File: src/rtl/sklansky_adder.sv
// Registered unsigned adder {c_out,S} = A + B + c_in with carries from a Sklansky parallel-prefix tree.
// Define SKLANSKY_ADDER_INPUT_REG_EN to register the operands ahead of the tree (latency 2 instead of 1).
module sklansky_adder #(
   parameter int INPUT_SIZE = 64
) (
   input  logic                  clock,
   input  logic                  reset,
   input  logic [INPUT_SIZE-1:0] A,
   input  logic [INPUT_SIZE-1:0] B,
   input  logic                  c_in,
   input  logic                  valid_in,
   output logic [INPUT_SIZE-1:0] S,
   output logic                  c_out,
   output logic                  valid_out
);

   localparam int N      = INPUT_SIZE;
   localparam int LEVELS = $clog2(N + 1);
   localparam int IDX_W  = $clog2(N + 1);

   // Prefix positions are shifted up by one: position 0 carries c_in (bit -1), position i+1 is bit i.
   // After the last level, position j holds the group generate over bits j-1 down to -1.
   function automatic logic [N:0] sklansky_prefix(input logic [N:0] g_in, input logic [N:0] p_in);
      logic [N:0]       g_cur, p_cur, g_nxt, p_nxt;
      logic [IDX_W-1:0] hi_i, lo_i;
      g_cur = g_in;
      p_cur = p_in;
      for (int k = 0; k < LEVELS; k++) begin
         g_nxt = g_cur;
         p_nxt = p_cur;
         for (int j = 0; j <= N; j++) begin
            if (((j >> k) & 1) != 0) begin
               hi_i = IDX_W'(j);
               lo_i = IDX_W'(((j >> k) << k) - 1);
               g_nxt[hi_i] = g_cur[hi_i] | (p_cur[hi_i] & g_cur[lo_i]);
               p_nxt[hi_i] = p_cur[hi_i] & p_cur[lo_i];
            end
         end
         g_cur = g_nxt;
         p_cur = p_nxt;
      end
      return g_cur;
   endfunction

   logic [N-1:0] a_op, b_op;
   logic         cin_op, vld_op;

   // ---- stage p0: optional operand registers ----
`ifdef SKLANSKY_ADDER_INPUT_REG_EN
   logic [N-1:0] a_p0_d, a_p0_q, b_p0_d, b_p0_q;
   logic         cin_p0_d, cin_p0_q, vld_p0_d, vld_p0_q;

   always_comb begin
      a_p0_d   = A;
      b_p0_d   = B;
      cin_p0_d = c_in;
      vld_p0_d = valid_in;
   end

   always_ff @(posedge clock) begin
      if (reset) begin
         a_p0_q   <= '0;
         b_p0_q   <= '0;
         cin_p0_q <= 1'b0;
         vld_p0_q <= 1'b0;
      end else begin
         a_p0_q   <= a_p0_d;
         b_p0_q   <= b_p0_d;
         cin_p0_q <= cin_p0_d;
         vld_p0_q <= vld_p0_d;
      end
   end

   assign a_op   = a_p0_q;
   assign b_op   = b_p0_q;
   assign cin_op = cin_p0_q;
   assign vld_op = vld_p0_q;
`else
   assign a_op   = A;
   assign b_op   = B;
   assign cin_op = c_in;
   assign vld_op = valid_in;
`endif

   // ---- stage p1: prefix network and sum, registered at the output ----
   logic [N-1:0] g_bit, p_bit, s_p1_d, s_p1_q;
   logic [N:0]   grp_g;
   logic         c_out_p1_d, c_out_p1_q, vld_p1_d, vld_p1_q;

   always_comb begin
      g_bit      = a_op & b_op;
      p_bit      = a_op ^ b_op;
      grp_g      = sklansky_prefix({g_bit, cin_op}, {p_bit, 1'b0});
      s_p1_d     = p_bit ^ grp_g[N-1:0];
      c_out_p1_d = grp_g[N];
      vld_p1_d   = vld_op;
   end

   always_ff @(posedge clock) begin
      if (reset) begin
         s_p1_q     <= '0;
         c_out_p1_q <= 1'b0;
         vld_p1_q   <= 1'b0;
      end else begin
         s_p1_q     <= s_p1_d;
         c_out_p1_q <= c_out_p1_d;
         vld_p1_q   <= vld_p1_d;
      end
   end

   assign S         = s_p1_q;
   assign c_out     = c_out_p1_q;
   assign valid_out = vld_p1_q;

endmodule

File: config.mk
export PLATFORM = sky130hd
export DESIGN_NAME = sklansky_adder
export DESIGN_NICKNAME = d
export VERILOG_FILES = /design/src/rtl/sklansky_adder.sv
export SDC_FILE = /design/constraint.sdc
export NUM_CORES = 1
export LEC_CHECK = 0
export ABC_AREA = 0
export BUFFER_PORTS_ARGS = -buffer_cell sky130_fd_sc_hd__buf_2
export CAP_MARGIN = 20
export CORE_MARGIN = 2
export CORE_UTILIZATION = 44
export DETAILED_ROUTE_END_ITERATION = 6
export PLACE_DENSITY = 0.83
export SLEW_MARGIN = 20
export SYNTH_ARGS = -nofsm -noshare
export SYNTH_HDL_FRONTEND = slang
export SYNTH_SLANG_ARGS = --single-unit
File: constraint.sdc
create_clock -name clock -period 3.1 [get_ports clock]
set_input_delay 0.62 -clock clock [delete_from_list [all_inputs] [get_ports clock]]
set_output_delay 0.62 -clock clock [all_outputs]
set_load 0.05 [all_outputs]
* Word level (Yosys, flattened, before mapping) *
Index checks and enable logic that the tools add are counted.

storage, ports and cells
  logic and storage cells = 521
  register bits = 66
  output and inout bits = 66
  input bits = 132

cells by class
  bitwise operators = 518

operators by type and width
  kind              count
  $and A1 B1 Y1     322
  $or A1 B1 Y1      193
  $xor A64 B64 Y64  2
  $and A64 B64 Y64  1

* Longest topological paths before layout *
Gate-level depths: netlist (run 1).

  depth after elaboration = 15
  depth in mapped cells = 12
  mapped depth without buffers = 12

* Worst setup path after synthesis (run 1) *
No wires, ideal clock.

  kind = input port to flip-flop
  start = input port A[0]
  end = register s_p1_q[63], in the netlist S[63]
  required time = 2,974 ps
  stages = 12
  setup time = 126 ps
  data arrival time = 3,150 ps
  slack = -176 ps
  buffers on the path = 0
  cell sequence = inv_1 fa_1 nand2b_1 a21o_1 a211o_1 a211o_2 a211oi_1 or3_4 a21o_1 a21oi_1 fa_1 nor2_1

between the ends
  word-level cells in the longest chain between the ends = 14
  elaborated cells between the ends (all ways) = 15
  those cells by class = 15 x bitwise

ends and longest elaborated chain
  element               RTL line  RTL
  from (decl)           8         input logic [INPUT_SIZE-1:0] A,
  $xor A64 B64 Y64      92        p_bit = a_op ^ b_op;
  $and A1 B1 Y1         35        g_nxt[hi_i] = g_cur[hi_i] | (p_cur[hi_i] & g_cur[lo_i]);
  $or A1 B1 Y1 (*)      35
  $and A1 B1 Y1 (*)     35
  $or A1 B1 Y1 (*)      35
  $and A1 B1 Y1 (*)     35
  $or A1 B1 Y1 (*)      35
  $and A1 B1 Y1 (*)     35
  $or A1 B1 Y1 (*)      35
  $and A1 B1 Y1 (*)     35
  $or A1 B1 Y1 (*)      35
  $and A1 B1 Y1 (*)     35
  $or A1 B1 Y1 (*)      35
  $xor A64 B64 Y64 (*)  94        s_p1_d = p_bit ^ grp_g[N-1:0];
  to (signal assigned)  105       s_p1_q <= s_p1_d;
  to (decl)             86        logic [N-1:0] g_bit, p_bit, s_p1_d, s_p1_q;

Mark *: on every way between the ends. The rest lies on a longest branch, timed or not.
A chain may end at the register's enable or synchronous reset.

* Final worst setup path (run 1) *
  start = input port A[36]
  end = register s_p1_q[63], in the netlist S[63]

between the ends
  word-level cells in the longest chain between the ends = 12
  elaborated cells between the ends (all ways) = 20
  those cells by class = 20 x bitwise

ends and longest elaborated chain
  element                     RTL line
  $xor A64 B64 Y64            92
  $and A1 B1 Y1               35
  $or A1 B1 Y1                35
  $and A1 B1 Y1               35
  $or A1 B1 Y1 (2 in series)  35
  $and A1 B1 Y1               35
  $or A1 B1 Y1                35
  $and A1 B1 Y1               35
  $or A1 B1 Y1                35
  $or A1 B1 Y1 (*)            35
  $xor A64 B64 Y64 (*)        94

Marked as above.

==> impl_metrics.csv, run 1 <==
group,metric,value,unit
setup_path,cp_max_fo,3,
global_route,grt_pass1_vias,5127,
die,io_pins,198,
die,core,10200,um2
routing,avgViaCountPerCell,5.31,
yosys,ys_types,70,
power_and_ir_drop,power_frac_comb,41.0,%
global_route,overflow,0,
yosys,synth.area.top_cells,"dfxtp_1, ha_1, nor2_1",
setup_path,path_class,"input pin to register",
placed_design,place_congestion,0.844,
placed_design,dp_cells,930,
yosys,yosys.area.top_type_share,28.8,%
power_and_ir_drop,p_per_area,506,nW/um2
routing,drt_first_iter_violations,202,
yosys,synth.avg_cell_area,9.02,um2
setup_path,worstSetupEndpointType,"register",
power_and_ir_drop,p_int,2.19,mW
clock_network,cts_hold_buf,0,
timing,fin_crit_sh,95.9,%
timing,setup_viol,0,
clock_network,cts.clk_slew.worst_paths,0.07,ns
routing,vias,5033,
power_and_ir_drop,leakagePower,3.55,nW
timing,slew_headroom,53.8,%
clock_network,cts_tree,"yes",
yosys,synth_seq_cells,66,
power_and_ir_drop,netSwitchingFraction,36.5,%
placed_design,io_buffers,197,
die,die_h,106,um
timing,worst_slack,0.128,ns
clock_network,cts_buffers,9,
yosys,synth_edf_count,0,
die,rows,37,
clock_network,cts.sinks,66,
placed_design,post-place-ws,-0.308,ns
yosys,synth-main-ff-cell,"dfxtp_1",
setup_path,worstPathRequired,3.39,ns
cells_and_area,final_cell_count_no_fill,948,
timing,tightest_slew,0.688,ns
die,die_w,106,um
timing,period_minus_slack,2.97,ns
flow_run,cap_viol_max_count,0,
clock_network,htreeDepth,3,
global_route,grt_pass1_wl,22.7,mm
yosys,synthTopCellsByCount,"dfxtp_1, ha_1, nor2_1",
outcome,status,"finished clean",
yosys,syn_inst,508,
routing,wl_per_cell,14.7,um
timing,final_max_slew_viol_count,0,
timing,max_freq,336,MHz
placed_design,post-dp-hpwl,11.5,mm
cells_and_area,area_growth,48.5,%
die,start_util,44.8,%
power_and_ir_drop,p_sw,1.26,mW
timing,rsz0062_at_grt,"no",
yosys,synth_fp_nets,709,
global_route,antenna_found_initial,2,
die,dieArea,11200,um2
clock_network,cts_setup_buffers,0,
cells_and_area,final_nets,1006,
clock_network,cts_buffer_depth,2,
yosys,netlist_area,4580,um2
yosys,async_flop_share,0,%
setup_path,cp-start-kind,"input pin",
setup_path,worstPathArrival,3.26,ns
timing,hold_viol_final,0,
power_and_ir_drop,power_frac_seq,28.8,%
clock_network,root_buffer,"clkbuf_8",
routing,drc,0,
global_route,grt_max_degree,35,
yosys,synth_most_common_cell,"dfxtp_1",
cells_and_area,drive_gt1_share,42.2,%
routing,firstDrtPassIters,5,
global_route,grtUsageTotal,25.0,%
power_and_ir_drop,peakVddDrop,0.000274,V
yosys,yosysSeqAreaShare,28.8,%
power_and_ir_drop,clkPwrFrac,30.2,%
routing,drt_wl_total,14.0,mm
yosys,synth_largest_area_cell,"dfxtp_1",
hold_path,hold_class,"input pin to register",
routing,ant_nets,0,
yosys,ys_warn_count,0,
==> cell type report <==
| type | instances | area (um2) |
|---|---|---|
| repair buffers | 298 | 1770 |
| inverters | 17 | 63.8 |
| well taps | 136 | 170 |
| multi-input cells | 413 | 3190 |
| fillers | 783 | 3420 |
| diodes | 2 | 5.00 |
| clock inverters | 4 | 120 |
| clock buffers | 12 | 165 |
| flip-flops and latches | 66 | 1320 |
==> layer usage <==
layer  share of wire (%)  wire, um  track usage (%)  vias up
met3                 4.6       647             3.37       45
met1                  39      5470             27.3     2323
li1                    -         -                -     2480
met5                   0         0                0        -
met4                 3.8       524             12.9        0
met2                  52      7330             46.9      185
==> through the flow <==
| stage | hold WS [ns] | power (mW) | cell area [um2] | setup TNS, ns | util [%] |
|---|---|---|---|---|---|
| 4_1_cts | 0.496 | 3.46 | 6790 | 0 | 66.3 |
| 3_5_place_dp | 0.868 | 2.41 | 6500 | -2.61 | 63.5 |
| 6_report | 0.507 | 3.44 | 6810 | 0 | 66.5 |
| 5_1_grt | 0.497 | 3.62 | 6810 | 0 | 66.5 |
| 3_3_place_gp | 0.844 | 2.36 | 6500 | -2.06 | 63.5 |
| 2_1_floorplan | 0.748 | 1.93 | 4610 | -0.106 | - |
==> kinds of logic (layout without fill, tap and decap cells) <==
kind of cell,Yosys count,count (layout),share of synthesized area [%]
other cells,0,2,0
mux,11,11,2.68
buf+inv,29,331,2.48
simple gates,181,181,20.9
flops,66,66,28.8
compound gates,129,129,20.7
fa+ha+maj,69,69,20.0
xor+xnor,23,23,4.40
==> worst paths after layout <==
kind  startpoint         to  slack (ns)  depth (start not counted)
max        A[36]      S[63]        0.13                         12
min     valid_in  valid_out        0.51                          2
==> sequential cells by signal (all words and copies together) (netlist names) <==
| name | cells |
|---|---|
| S | 64 |
| c_out | 1 |
| valid_out | 1 |
==> worst max-delay path, stage by stage <==
cell	delay (ns)
buf_2	0.10
ha_1	0.33
a21o_1	0.18
a21o_1	0.20
a221oi_2	0.28
o211a_1	0.25
nor3_1	0.07
or3_4	0.37
a21o_1	0.19
a21oi_2	0.14
fa_1	0.41
nor2_1	0.11
==> power by group through the flow <==
stage / combinational (mW) / clock, mW / sequential [mW]
floorplan: 0.525 / 0 / 1.40
CTS: 1.41 / 1.06 / 0.992
finish: 1.41 / 1.04 / 0.991
detailed placement: 1.40 / 0 / 1.01
global placement: 1.35 / 0 / 1.01
global route: 1.52 / 1.10 / 0.999
==> timing repair <==
action,in CTS,in global routing
resized for setup,0,4
setup endpoints to repair,0,2
endpoints found under the hold margin,0,0
==> cell usage in the layout (no fill, tap or decap), drive strengths merged, types with 10 or more instances in the layout <==
cell / n
mux2: 10
buf: 298
ha: 62
nand2: 19
nand3: 12
nor3: 22
o21ai: 13
nor3b: 10
nor2: 54
a21oi: 25
clkbuf: 12
xnor2: 14
a21o: 23
inv: 17
nor2b: 16
o21a: 12
dfxtp: 66
(Power assumes the default switching activity.)
==> inputs of run 2 (changes only) <==
--- a/config.mk
+++ b/config.mk
@@ -6,12 +6,13 @@
 export NUM_CORES = 1
 export LEC_CHECK = 0
 export ABC_AREA = 0
-export BUFFER_PORTS_ARGS = -buffer_cell sky130_fd_sc_hd__buf_2
 export CAP_MARGIN = 20
 export CORE_MARGIN = 2
-export CORE_UTILIZATION = 44
+export CORE_UTILIZATION = 55
 export DETAILED_ROUTE_END_ITERATION = 6
-export PLACE_DENSITY = 0.83
+export DONT_BUFFER_PORTS = 1
+export GPL_TIMING_DRIVEN = 0
+export PLACE_DENSITY = 0.78
 export SLEW_MARGIN = 20
 export SYNTH_ARGS = -nofsm -noshare
 export SYNTH_HDL_FRONTEND = slang
==> run 2 against run 1 <==
Sequential cell count unchanged. Sequential power increased by 41%. Critical path type unchanged. Worst hold slack got worse by 0.091 ns. Critical endpoint unchanged. Sequential share of layout area increased by 6.9 points. Wire length decreased by 15%. Largest cell class unchanged. Critical path depth unchanged.
==> impl_metrics.csv, run 2 (synthesis gave the netlist of run 1 again) <==
group,metric,value,unit
outcome,status,"finished clean",
power_and_ir_drop,leakagePower,2.22,nW
flow_run,cap_viol_max_count,0,
clock_network,cts_buffers,9,
timing,setup_viol,0,
timing,final_max_slew_viol_count,0,
setup_path,worstSetupEndpointType,"register",
clock_network,cts.sinks,66,
placed_design,place_congestion,0.858,
cells_and_area,layout_common_cells,"dfxtp_1, ha_1, nor2_1",
clock_network,cts_buffer_depth,2,
timing,slew_headroom,56.1,%
placed_design,io_buffers,0,
die,die_w,95.3,um
timing,max_freq,329,MHz
routing,vias,3913,
timing,tightest_slew,0.658,ns
setup_path,path_class,"input pin to register",
routing,drt_wl_total,11.8,mm
placed_design,placed_area,4740,um2
clock_network,root_buffer,"clkbuf_8",
cells_and_area,drive_gt1_share,10.8,%
placed_design,post-dp-hpwl,9.20,mm
routing,drc,0,
global_route,grt_pass1_wl,17.4,mm
power_and_ir_drop,peakVddDrop,0.000266,V
setup_path,cp_max_fo,3,
hold_path,min_from,"valid_in",
cells_and_area,final_cell_count_no_fill,634,
timing,whs,0.417,ns
clock_network,cts_tree,"yes",
cells_and_area,seqCellArea,1320,um2
setup_path,worstPathArrival,3.25,ns
cells_and_area,design_area,5030,um2
global_route,grt_pass1_vias,3696,
cells_and_area,largest_register_ffs,64,
global_route,overflow,0,
die,start_util,56.3,%
routing,drt_first_iter_violations,119,
hold_path,holdPathStages,1,
cells_and_area,fillers,689,
power_and_ir_drop,p_per_area,555,nW/um2
cells_and_area,multiInputGateArea,3230,um2
cells_and_area,final_nets,726,
routing,firstDrtPassIters,4,
timing,worst_slack,0.0564,ns
hold_path,hold_class,"input pin to register",
placed_design,post-place-ws,-0.489,ns
clock_network,cts_hold_buf,0,
global_route,grtUsageTotal,25.0,%
routing,avgViaCountPerCell,6.17,
clock_network,htreeDepth,3,
global_route,grt_max_degree,11,
hold_path,hold_end,"valid_out",
timing,setup_tns,0,ns
placed_design,dp_cells,613,
timing,hold_viol_final,0,
timing,period_minus_slack,3.04,ns
routing,ant_nets,0,
timing,fin_crit_sh,98.2,%
cells_and_area,area_growth,9.66,%
timing,rsz0062_at_grt,"yes",
cells_and_area,antenna_cells,0,
die,dieArea,9080,um2
routing,wl_per_cell,18.6,um
cells_and_area,final_common_cell,"dfxtp_1",
setup_path,worstPathRequired,3.31,ns
die,core,8130,um2
cells_and_area,final_core_util,61.8,%
global_route,antenna_found_initial,0,
clock_network,cts.clk_slew.worst_paths,0.07,ns
die,rows,33,
setup_path,cp-start-kind,"input pin",
die,io_pins,198,
power_and_ir_drop,power,2.79,mW
die,die_h,95.3,um
[run 2: changes by cell type in the layout (fill, tap and decap cells not counted), moves of 2 or more]
cell | previous run | this run
ha_1 | 62 | 56
clkbuf_1 | 0 | 10
clkbuf_8 | 12 | 10
clkinv_2 | 0 | 2
buf_1 | 0 | 2
ha_2 | 0 | 6
diode_2 | 2 | 0
bufinv_16 | 4 | 1
a21oi_1 | 22 | 20
buf_12 | 2 | 0
buf_4 | 99 | 7
buf_2 | 197 | 1
a21oi_2 | 3 | 5
[run 2: final cells by class]
cell class	instances	area share, %
Clock buffer	12	2.89
Inverter	17	1.27
Sequential cell	66	26.3
Multi-Input combinational cell	413	64.3
Tap cell	105	2.61
Clock inverter	3	0.797
Buffer	12	0.996
Timing Repair Buffer	6	0.896
[run 2: metal layers]
metal / wire [um] / track usage [%]
met2: 5670 / 43.2
met1: 4790 / 28.3
met4: 302 / 10.3
met5: 0 / 0
met3: 1050 / 7.83
[run 2: worst max path at each step]
stage	from	end	cells past startpoint
after floorplan	c_in	S[63]	12
after global placement	A[32]	S[63]	11
after detailed placement	A[32]	S[63]	11
after CTS	A[35]	S[63]	11
after global routing	c_in	S[63]	12
final	c_in	S[63]	12
[run 2: what timing repair did]
item | 4_1_cts | 5_1_grt
pin swaps | 5 | 9
endpoints found under the setup margin | 1 | 3
setup buffers | 3 | 3
gates resized for setup | 4 | 10
cloned | 0 | 0
[run 2: power breakdown]
| part | switching, mW | total [mW] | internal, mW |
|---|---|---|---|
| Clock | 0.328 | 0.716 | 0.388 |
| Combinational | 0.367 | 0.675 | 0.308 |
| Sequential | 0.439 | 1.40 | 0.961 |
[run 2: worst max-delay path, stage by stage]
cell and delay (ns):
inv_1 0.04, fa_2 0.40, nand2b_4 0.15, a21o_1 0.18, a211o_1 0.36, a211o_4 0.38, a211oi_2 0.19, or3_4 0.17
a21o_1 0.13, a21oi_2 0.07, fa_1 0.51, nor2_1 0.05
==> inputs of run 3 (changes only) <==
--- a/config.mk
+++ b/config.mk
@@ -7,12 +7,14 @@
 export LEC_CHECK = 0
 export ABC_AREA = 0
 export CAP_MARGIN = 20
+export CELL_PAD_IN_SITES_DETAIL_PLACEMENT = 1
+export CELL_PAD_IN_SITES_GLOBAL_PLACEMENT = 1
 export CORE_MARGIN = 2
-export CORE_UTILIZATION = 55
+export CORE_UTILIZATION = 42
 export DETAILED_ROUTE_END_ITERATION = 6
 export DONT_BUFFER_PORTS = 1
 export GPL_TIMING_DRIVEN = 0
-export PLACE_DENSITY = 0.78
+export PLACE_DENSITY = 0.82
 export SLEW_MARGIN = 20
 export SYNTH_ARGS = -nofsm -noshare
 export SYNTH_HDL_FRONTEND = slang
==> run 3 against run 2 <==
Sequential power about the same. Critical path depth decreased by 1. Final cell count increased by 5.2%. Die area grew 30%. Worst hold slack gained 0.017 ns. First-iteration DRC count up 55%. Non-clock buffer count shrank 3. Sequential cell count is the same. Core utilization fell by 15 points. Maximum frequency decreased by 0.44%. Wire length grew 17%. Critical endpoint is now S[57]. Largest cell class unchanged.
==> impl_metrics.csv, run 3 (synthesis gave the netlist of run 1 again) <==
group,metric,value,unit
global_route,grtUsageTotal,22.8,%
power_and_ir_drop,p_int,1.58,mW
timing,period_minus_slack,3.06,ns
clock_network,cts.clk_slew.worst_paths,0.08,ns
cells_and_area,design_area,5060,um2
flow_run,cap_viol_max_count,0,
placed_design,post-place-ws,-0.512,ns
setup_path,worstPathRequired,3.30,ns
timing,final_max_slew_viol_count,0,
routing,wl_per_cell,20.7,um
hold_path,hold_class,"input pin to register",
timing,fin_crit_sh,98.6,%
global_route,grt_max_degree,11,
timing,setup_viol,0,
power_and_ir_drop,p_sw,1.19,mW
power_and_ir_drop,power_frac_seq,50.6,%
cells_and_area,layout_common_cells,"dfxtp_1, ha_1, nor2_1",
outcome,status,"finished clean",
routing,avgViaCountPerCell,5.94,
timing,slew_headroom,47.7,%
die,dieArea,11800,um2
setup_path,cp-start-kind,"input pin",
setup_path,path_class,"input pin to register",
setup_path,crit_path_top_delay_cell,"fa_2",
setup_path,critPathLaunch,"c_in",
die,io_pins,198,
clock_network,cts_buffer_depth,2,
power_and_ir_drop,netSwitchingFraction,42.9,%
clock_network,htreeDepth,3,
setup_path,max_stage_delay,0.41,ns
global_route,antenna_found_initial,0,
timing,tightest_slew,0.784,ns
setup_path,cp_cell_sequence,"inv_1 -> fa_2 -> nand2b_4 -> a21o_1 -> a211o_1 -> a211o_4 -> buf_4 -> a211oi_4 -> o311a_1 -> o21ai_0 -> nor3b_1",
routing,drc,0,
die,rows,38,
clock_network,cts.sinks,66,
setup_path,worstSetupEndpointType,"register",
global_route,grt_pass1_wl,20.7,mm
setup_path,cp_max_fo,5,
power_and_ir_drop,clkPwrFrac,23.9,%
cells_and_area,final_common_cell,"dfxtp_1",
setup_path,path_buf_inv,2,
power_and_ir_drop,leakagePower,2.20,nW
clock_network,cts_buffers,9,
cells_and_area,final_nets,723,
timing,rsz0062_at_grt,"yes",
placed_design,dp_cells,648,
cells_and_area,final_cell_count_no_fill,667,
die,die_w,108,um
placed_design,place_congestion,0.878,
routing,drt_first_iter_violations,184,
die,core,10700,um2
die,die_h,108,um
global_route,grt_pass1_vias,4260,
setup_path,worstPathArrival,3.25,ns
cells_and_area,largest_register_ffs,64,
routing,drt_wl_total,13.8,mm
routing,firstDrtPassIters,5,
clock_network,cts_tree,"yes",
placed_design,post-dp-hpwl,10.9,mm
power_and_ir_drop,power_frac_comb,25.5,%
routing,ant_nets,0,
setup_path,cp-endpoint,"S[57]",
cells_and_area,final_core_util,47.1,%
cells_and_area,antenna_cells,0,
clock_network,root_buffer,"clkbuf_8",
power_and_ir_drop,p_per_area,547,nW/um2
power_and_ir_drop,peakVddDrop,0.000296,V
setup_path,crit_family,"compound AO/OA/AOI/OAI gates",
timing,max_freq,327,MHz
setup_path,critical_path_cell_count,11,
timing,setup_tns,0,ns
global_route,overflow,0,
cells_and_area,area_growth,10.3,%
timing,hold_viol_final,0,
placed_design,placed_area,4790,um2
die,start_util,42.7,%
cells_and_area,drive_gt1_share,10.4,%
routing,vias,3964,
placed_design,io_buffers,0,
timing,worst_slack,0.0431,ns
run 3: timing repair:
| item | in CTS | in global routing |
|---|---|---|
| resized for setup | 4 | 13 |
| hold endpoints to repair | 0 | 0 |
| pin swaps | 4 | 3 |
| buffers inserted | 3 | 0 |
| hold buffers | 0 | 0 |
| setup endpoints to repair | 1 | 2 |
run 3: cell type report:
| type | instances | area [um2] |
|---|---|---|
| Buffer | 12 | 50.0 |
| Clock buffer | 13 | 149 |
| Clock inverter | 3 | 15.0 |
| Fill cell | 1285 | 5690 |
| Inverter | 17 | 63.8 |
| Multi-Input combinational cell | 413 | 3260 |
| Sequential cell | 66 | 1320 |
| Tap cell | 140 | 175 |
| Timing Repair Buffer | 3 | 22.5 |
run 3: power by group through the flow:
stage / Combinational (mW) / Sequential [mW] / Clock [mW]
2_1_floorplan: 0.525 / 1.40 / 0
4_1_cts: 0.685 / 1.40 / 0.670
3_5_place_dp: 0.673 / 1.42 / 0
6_report: 0.704 / 1.40 / 0.662
3_3_place_gp: 0.629 / 1.42 / 0
5_1_grt: 0.786 / 1.41 / 0.705
run 3: stage by stage:
step	hold WS [ns]	total power, mW
2_1_floorplan	0.748	1.93
3_3_place_gp	0.760	2.05
3_5_place_dp	0.797	2.09
4_1_cts	0.423	2.76
5_1_grt	0.417	2.90
6_report	0.433	2.77
run 3: worst min path at each step:
stage             start  slack (ns)        end  cells after the start
5_1_grt        valid_in        0.42  valid_out                      1
4_1_cts        valid_in        0.42  valid_out                      1
3_3_place_gp   valid_in        0.76  valid_out                      1
3_5_place_dp   valid_in        0.80  valid_out                      1
6_report       valid_in        0.43  valid_out                      1
2_1_floorplan  valid_in        0.75  valid_out                      1
run 3: routing by layer:
| layer | global-route usage, % | wire, um | part of all wire (%) | up-vias |
|---|---|---|---|---|
| met2 | 41.3 | 7180 | 52 | 144 |
| met1 | 25.5 | 5410 | 39 | 1891 |
| met3 | 6.09 | 990 | 7.2 | 24 |
| met4 | 8.24 | 225 | 1.6 | 0 |
| met5 | 0 | 0 | 0 | - |
| li1 | - | - | - | 1905 |
